## src/rtl/cdb_broadcaster.sv

```systemverilog
// Common-data-bus producer: per-FU result FIFOs, round-robin pick of one result per cycle,
// registered broadcast, and branch-tag squash of buffered results.

typedef struct packed {
  logic       sign;
  logic [3:0] tag;
} branch_tag_t;

typedef struct packed {
  logic        commit_valid;
  logic [2:0]  dest_ROB;
  logic [31:0] rd_v;
  logic        exception;
  logic        br_mispredict;
} CDB_output_t;

module cdb_broadcaster #(
  parameter int unsigned NUM_FU    = 4,
  parameter int unsigned ROB_WIDTH = 3,
  parameter int unsigned BUF_DEPTH = 2
) (
  input  logic                                clk,
  input  logic                                rst,
  input  logic                                flush,
  input  branch_tag_t                         flush_tag,
  input  logic        [NUM_FU-1:0]            fu_valid,
  input  logic        [NUM_FU-1:0][ROB_WIDTH-1:0] fu_dest_rob,
  input  logic        [NUM_FU-1:0][31:0]      fu_result,
  input  branch_tag_t [NUM_FU-1:0]            fu_br_tag,
  output logic        [NUM_FU-1:0]            fu_accept,
  output CDB_output_t                         cdb_out,
  output logic        [$clog2(NUM_FU)-1:0]    cdb_fu_id
);

  localparam int unsigned IdW  = $clog2(NUM_FU);
  localparam int unsigned PtrW = $clog2(BUF_DEPTH);
  localparam int unsigned CntW = $clog2(BUF_DEPTH + 1);

  typedef struct packed {
    logic                 valid;
    logic [ROB_WIDTH-1:0] dest;
    logic [31:0]          result;
    branch_tag_t          tag;
  } entry_t;

  entry_t          buf_q   [NUM_FU][BUF_DEPTH];
  logic [PtrW-1:0] head_q  [NUM_FU];
  logic [PtrW-1:0] tail_q  [NUM_FU];
  logic [CntW-1:0] count_q [NUM_FU];
  logic [IdW-1:0]  rr_q;

  logic [NUM_FU-1:0] req, silent, push, pop;
  logic              grant;
  logic [IdW-1:0]    winner, idx;

  // Same-sign tags: entry is younger than (descends from) the flushed branch.
  // Opposite sign: entry's tag set is contained in the flushed branch's set.
  function automatic logic is_killed(branch_tag_t t, branch_tag_t f);
    if (t.sign == f.sign) return (t.tag & f.tag) == f.tag;
    return (t.tag & f.tag) == t.tag;
  endfunction

  always_comb begin
    req    = '0;
    silent = '0;
    push   = '0;
    pop    = '0;
    grant  = 1'b0;
    winner = '0;
    idx    = '0;
    for (int unsigned i = 0; i < NUM_FU; i++) begin
      fu_accept[i] = (count_q[i] != CntW'(BUF_DEPTH));
      if (count_q[i] != '0 && !flush) begin
        if (buf_q[i][head_q[i]].valid) req[i] = 1'b1;
        else                           silent[i] = 1'b1;
      end
      push[i] = fu_valid[i] && fu_accept[i] && !(flush && is_killed(fu_br_tag[i], flush_tag));
    end
    // Scan from farthest to nearest so the nearest requester at/after rr_q wins.
    for (int unsigned k = NUM_FU; k > 0; k--) begin
      idx = IdW'((int'(rr_q) + int'(k) - 1) % NUM_FU);
      if (req[idx]) begin
        grant  = 1'b1;
        winner = idx;
      end
    end
    pop = silent;
    if (grant) pop[winner] = 1'b1;
  end

  always_ff @(posedge clk) begin
    if (rst) begin
      for (int unsigned i = 0; i < NUM_FU; i++) begin
        for (int unsigned d = 0; d < BUF_DEPTH; d++) buf_q[i][d] <= '0;
        head_q[i]  <= '0;
        tail_q[i]  <= '0;
        count_q[i] <= '0;
      end
      rr_q      <= '0;
      cdb_out   <= '0;
      cdb_fu_id <= '0;
    end else begin
      for (int unsigned i = 0; i < NUM_FU; i++) begin
        if (flush) begin
          for (int unsigned d = 0; d < BUF_DEPTH; d++) begin
            if (is_killed(buf_q[i][d].tag, flush_tag)) buf_q[i][d].valid <= 1'b0;
          end
        end
        // Tail slot is never occupied when push is allowed, so this cannot clash with the kill.
        if (push[i]) begin
          buf_q[i][tail_q[i]] <= '{valid: 1'b1, dest: fu_dest_rob[i], result: fu_result[i],
                                   tag: fu_br_tag[i]};
          tail_q[i] <= tail_q[i] + PtrW'(1);
        end
        if (pop[i]) head_q[i] <= head_q[i] + PtrW'(1);
        count_q[i] <= count_q[i] + CntW'(push[i]) - CntW'(pop[i]);
      end
      cdb_out.commit_valid <= grant;
      if (grant) begin
        cdb_out.dest_ROB <= buf_q[winner][head_q[winner]].dest;
        cdb_out.rd_v     <= buf_q[winner][head_q[winner]].result;
        cdb_fu_id        <= winner;
        rr_q             <= IdW'((int'(winner) + 1) % NUM_FU);
      end else begin
        cdb_fu_id <= '0;
      end
    end
  end

endmodule

```

## config.mk

```make
export PLATFORM = sky130hd
export DESIGN_NAME = cdb_broadcaster
export DESIGN_NICKNAME = d
export VERILOG_FILES = /design/src/rtl/cdb_broadcaster.sv
export SDC_FILE = /design/constraint.sdc
export NUM_CORES = 1
export LEC_CHECK = 0
export ABC_AREA = 1
export CAP_MARGIN = 0
export CELL_PAD_IN_SITES_DETAIL_PLACEMENT = 1
export CELL_PAD_IN_SITES_GLOBAL_PLACEMENT = 1
export CORE_ASPECT_RATIO = 1.25
export CORE_UTILIZATION = 43
export DETAILED_ROUTE_END_ITERATION = 16
export GPL_ROUTABILITY_DRIVEN = 0
export GPL_TIMING_DRIVEN = 0
export PLACE_DENSITY_LB_ADDON = 0.2
export SETUP_SLACK_MARGIN = 0.15
export SLEW_MARGIN = 15
export SYNTH_ARGS = -nofsm -noshare
export SYNTH_HDL_FRONTEND = slang
export SYNTH_SLANG_ARGS = --single-unit
```

## constraint.sdc

```tcl
create_clock -name clk -period 4.5 [get_ports clk]
set_input_delay 0.675 -clock clk [delete_from_list [all_inputs] [get_ports clk]]
set_output_delay 0.675 -clock clk [all_outputs]
set_load 0.03 [all_outputs]
```

Word-level counts from Yosys, hierarchy flattened
Memories as Yosys holds them, arrays and structs flattened.
Index checks and enable logic that the tools add are counted.
{ "op_classes": {"n_addsub": 25, "n_lt_le_gt_ge": 19, "n_eq_ne": 40, "mux": 537, "bitwise": 371, "n_reduce_logical": 31} }
{ "op_table": {"columns": ["op", "count"], "rows": [
  ["41-bit two-way mux", 16],
  ["1-bit two-way mux", 496],
  ["1-bit bitwise OR", 348],
  ["82-bit two-way mux", 4],
  ["41-bit demux with 1-bit select", 4],
  ["40-bit two-way mux", 3],
  ["4-bit == test", 24],
  ["4-bit AND", 12],
  ["1-bit logical AND", 21],
  ["2-bit greater-or-equal comparator, second input constant", 9],
  ["1-bit NOT with 2-bit output", 9],
  ["2-bit two-way mux", 8],
  ["2-bit by 3-bit < comparator with 1-bit output, second input constant", 5],
  ["1-bit == test", 12],
  ["1-bit adder, second input constant", 8],
  ["2-bit by 1-bit adder with 2-bit output", 4],
  ["1-bit binary-select mux with 2-bit select", 4],
  ["2-bit by 1-bit < comparator with 1-bit output, second input constant", 4],
  ["2-bit inequality test, second input constant", 4],
  ["2-bit nonzero test", 4],
  ["2-bit by 1-bit subtractor with 2-bit output", 4],
  ["2-bit by 1-bit subtractor with 2-bit output, second input constant", 4],
  ["2-bit by 1-bit adder with 2-bit output, second input constant", 3],
  ["1-bit logical NOT", 5],
  ["7 further kinds", 8]
]} }
{ "totals": {"regBits": 40, "ram_bits": 344, "output_inout_bits": 44, "elab_cells": 1032, "memories": 4} }
{ "mem_list": {"columns": ["memory", "words", "width", "read_ports", "rd_clocked_by_memory_dff", "wr", "line_no", "text"], "rows": [
  ["buf_q", 4, 82, 5, 0, 4, "46", "entry_t buf_q [NUM_FU][BUF_DEPTH];"],
  ["count_q", 4, 2, 4, 0, 4, "49", "logic [CntW-1:0] count_q [NUM_FU];"],
  ["head_q", 4, 1, 5, 0, 4, "47", "logic [PtrW-1:0] head_q [NUM_FU];"],
  ["tail_q", 4, 1, 4, 0, 4, "48", "logic [PtrW-1:0] tail_q [NUM_FU];"]
]} }

Depth between registers and ports, before layout
An unclocked memory read counts as a cell.
{ "logic_depth": {"depth_word": 23, "depth_mapped": 23} }

Least setup slack after synthesis
Ideal clock, no wire load.
{ "synth_timing": {"path_kind": "input to register", "startpoint": "input port flush_tag[2] in the netlist's numbering", "endpoint": "memory buf_q[3][41] in the netlist's numbering, enable pin", "arrival_ns": 2.962, "path_slack_ns": 1.140, "stages": 11, "n_path_buf": 3, "path_cell_list": "inv_1 -> buf_2 -> a21oi_1 -> o21ai_0 -> nand3_1 -> nor2_1 -> inv_1 -> or2_2 -> clkbuf_1 -> clkbuf_1 -> nand2_1"} }
{ "synth_rtl": {"columns": ["element", "line_no", "text"], "rows": [
  ["start, declared", "25", "input branch_tag_t flush_tag,"],
  ["end, declared", "46", null]
]} }

==> results <==
-- layout make-up --
cell class,instances,area (µm²)
inverter,451,1693
sequential,384,11030
fill,5072,19590
timing repair buffer,218,2231
clock inverter,18,175.2
clock buffer,53,1071
tap,559,699.4
multi-input combinational,1219,5410
buffer,114,559.3
-- critical path: stages --
cell,delay [ns]
clkdlybuf4s50_1,0.53
inv_1,0.13
buf_2,0.24
buf_2,0.29
o22ai_1,0.12
nor3_1,0.21
o21ai_0,0.12
nand3_1,0.23
nor2_1,0.10
nand2_1,0.28
clkbuf_1,0.51
nand2_2,0.51
buf_12,0.34
-- through the flow --
step	utilization [%]	total power, mW	cell area (µm²)	hold slack, ns
after floorplan	-	8.242	18650	0.4475
after global placement	50.59	10.13	21480	0.4389
after detailed placement	50.92	10.36	21620	0.4401
after CTS	53.86	13.63	22870	0.4546
after global routing	53.86	14.29	22870	0.4683
final	53.86	13.64	22870	0.4490
-- worst paths after layout --
path                     start            end  slack, ns  depth (start not counted)
setup / recovery  flush_tag[1]   buf_q[2][16]       0.48                         13
hold / removal     cdb_out[27]    cdb_out[27]       0.45                          2
setup reg to reg     head_q[1]  count_q[0][1]       1.17                         22
hold reg to reg    cdb_out[27]    cdb_out[27]       0.45                          2
-- report_power, final --
group          switching [mW]  total (mW)  internal [mW]
Combinational            3.80        5.52           1.72
Clock                    1.40        3.24           1.85
Sequential              0.265        4.88           4.61
-- flip-flops by register name, summed over array words and instances (netlist names) --
register	cells
cdb_fu_id	2
head_q	4
buf_q	328
count_q	8
rr_q	2
cdb_out	36
tail_q	4
-- logic make-up (layout without fill, tap and decap cells) --
logic type	after synthesis	in the layout	share of synthesized area, %
other	1	2	0.02011
AO/OA/AOI/OAI	71	71	2.496
AND/OR/NAND/NOR	1124	1124	25.14
XOR/XNOR	18	18	0.8455
buffers and inverters	565	854	12.07
adder cells (fa/ha/maj)	4	4	0.2684
flip-flops	384	384	59.16
-- routing by layer --
metal  wire length (µm)  share of wire [%]  vias up
met2              31230                 51      566
li1                   -                  -     7310
met1              24010                 39     7592
met4               2884                4.7        0
met3               3560                5.8      149
met5                  0                  0        -
-- placed cells by master, fill, tap and decap left out, drive strengths merged, types with 2 or more instances in the layout --
master and instances:
xor2 12, nand2 520, clkinv 11, o22ai 27
a22o 7, a221oi 4, o211ai 3, bufinv 3
ha 4, clkinvlp 5, o31ai 3, o21ai 13
or2 2, a21oi 9, inv 450, nand3 322
nor2 268, buf 82, xnor2 6, edfxtp 334
nor3 9, dfxtp 50, clkdlybuf4s50 213, conb 2
clkbuf 90
-- what timing repair did --
action,4_1_cts,5_1_grt
endpoints found under the setup margin,0,18
gates resized for setup,0,2
endpoints found under the hold margin,0,0
==> impl_results.md <==
* Setup Buffers After CTS at 0
* Syn. warnings at 0
* DRT iter0 DRCs at 1002
* Die X at 188.3 µm
* Clock transition at path regs at 0.06 ns
* Number of antenna violations at the first check in global routing at 0
* CTS tree: yes
* Vias in the first global route at 16650
* Skew-Pair Late Insertion Delay at ~0.56 ns
* Largest net degree at the start of global routing at 41
* Static leakage at 10.72 nW
* GR peak layer: met2
* Fraction of met2 tracks used by global routing at approximately half
* Unique cell type count in the Yosys netlist at 39
* Outcome: complete, no violations
* Max-slew violations at 0
* RSZ-0062 raised after global routing: no
* Cell taking the most area after synthesis: edfxtp_1
* Ys flop type: edfxtp_1
* Crit path launch type: input pin
* Max VDD drop at 0.3080 mV
* Fmax at 248.5 MHz
* Syn Inst Count at ~2200
* Initial Utilization at between 40% and 50%
* Period minus WS final at 4.024 ns
* Drt total wl at 61690 µm
* CP max FO at 22
* Post-synth EDFFs at around 330
* Fin crit share at 89.42%
* Met3 Use GR at 3.824%
* Hold Path Class: register to register
* GRT Residual Overflow at 0
* Area contributors post-synth: edfxtp_1 54%, nand2_1 10%, inv_1 9.0%
* Relative slew slack at 20.88%
* P&R area growth vs syn at 22.65%
* Count leader, synth: nand2_1
* I/O pin cnt at 216
* Core area at 42460 µm²
* Mapped cell area at 18650 µm²
* Place WS at -0.2050 ns
* Worst Skew at 0.02219 ns
* Total CTS buffers at 39
* Critical Path Sink Type: register
* Vias at 15620
* Met1 usage at 32.93%
* Clk sink count at 384
* Ant diodes at 0
* Setup ws final at between 0.4 and 0.5 ns
* Max Root-Sink Buffers at 3
* CP Data Required Time at 4.78 ns
* DP HPWL at 43880 µm
* Commonest cells post-synth: 515 x nand2_1, 446 x inv_1, 334 x edfxtp_1
* Area of the die at roughly 44000 µm²
* PwrDens at about 600 nW/µm²
* Sequential share of the synthesized area at 59.16%
* Die Y at 234.8 µm
* Layout cells sized above 1 at 5.983%
* Final-report setup violation count at 0
* Synth top area share at 53.79%
* Maxcap violations at 0
* Clock root cell: clkbuf_16
* Routed Antenna Nets at 0
* Crit Path Category: input pin to register
* FP Rows at 84
* Placed instance count at ~3000
* DR vias/cell at 5.178
* Drt first pass iters at 7
* DRC viols at 0
* Least-Margin Pin Slew at 1.182 ns
* Per-cell routed wire length at 20.45 µm
* Final net count at around 2600
* Final setup TNS at 0 ns
* Worst Path Arrival at 4.31 ns
* H-tree depth at 2
* Syn avg cell area at around 8.6 µm²
* Total GRT Usage at 28.12%
* First-pass GRT wire length at roughly 94000 µm
* Final hold violation count at 0
* PortBufs at about 210
* Hold bufs inserted after CTS at 0
* Final std cells w/o fill at approximately 3000
* Post-synthesis register bit count at 384
* FFs w/ async S/R, synth at 0%
No activity file was read; power rests on OpenSTA's default activity.
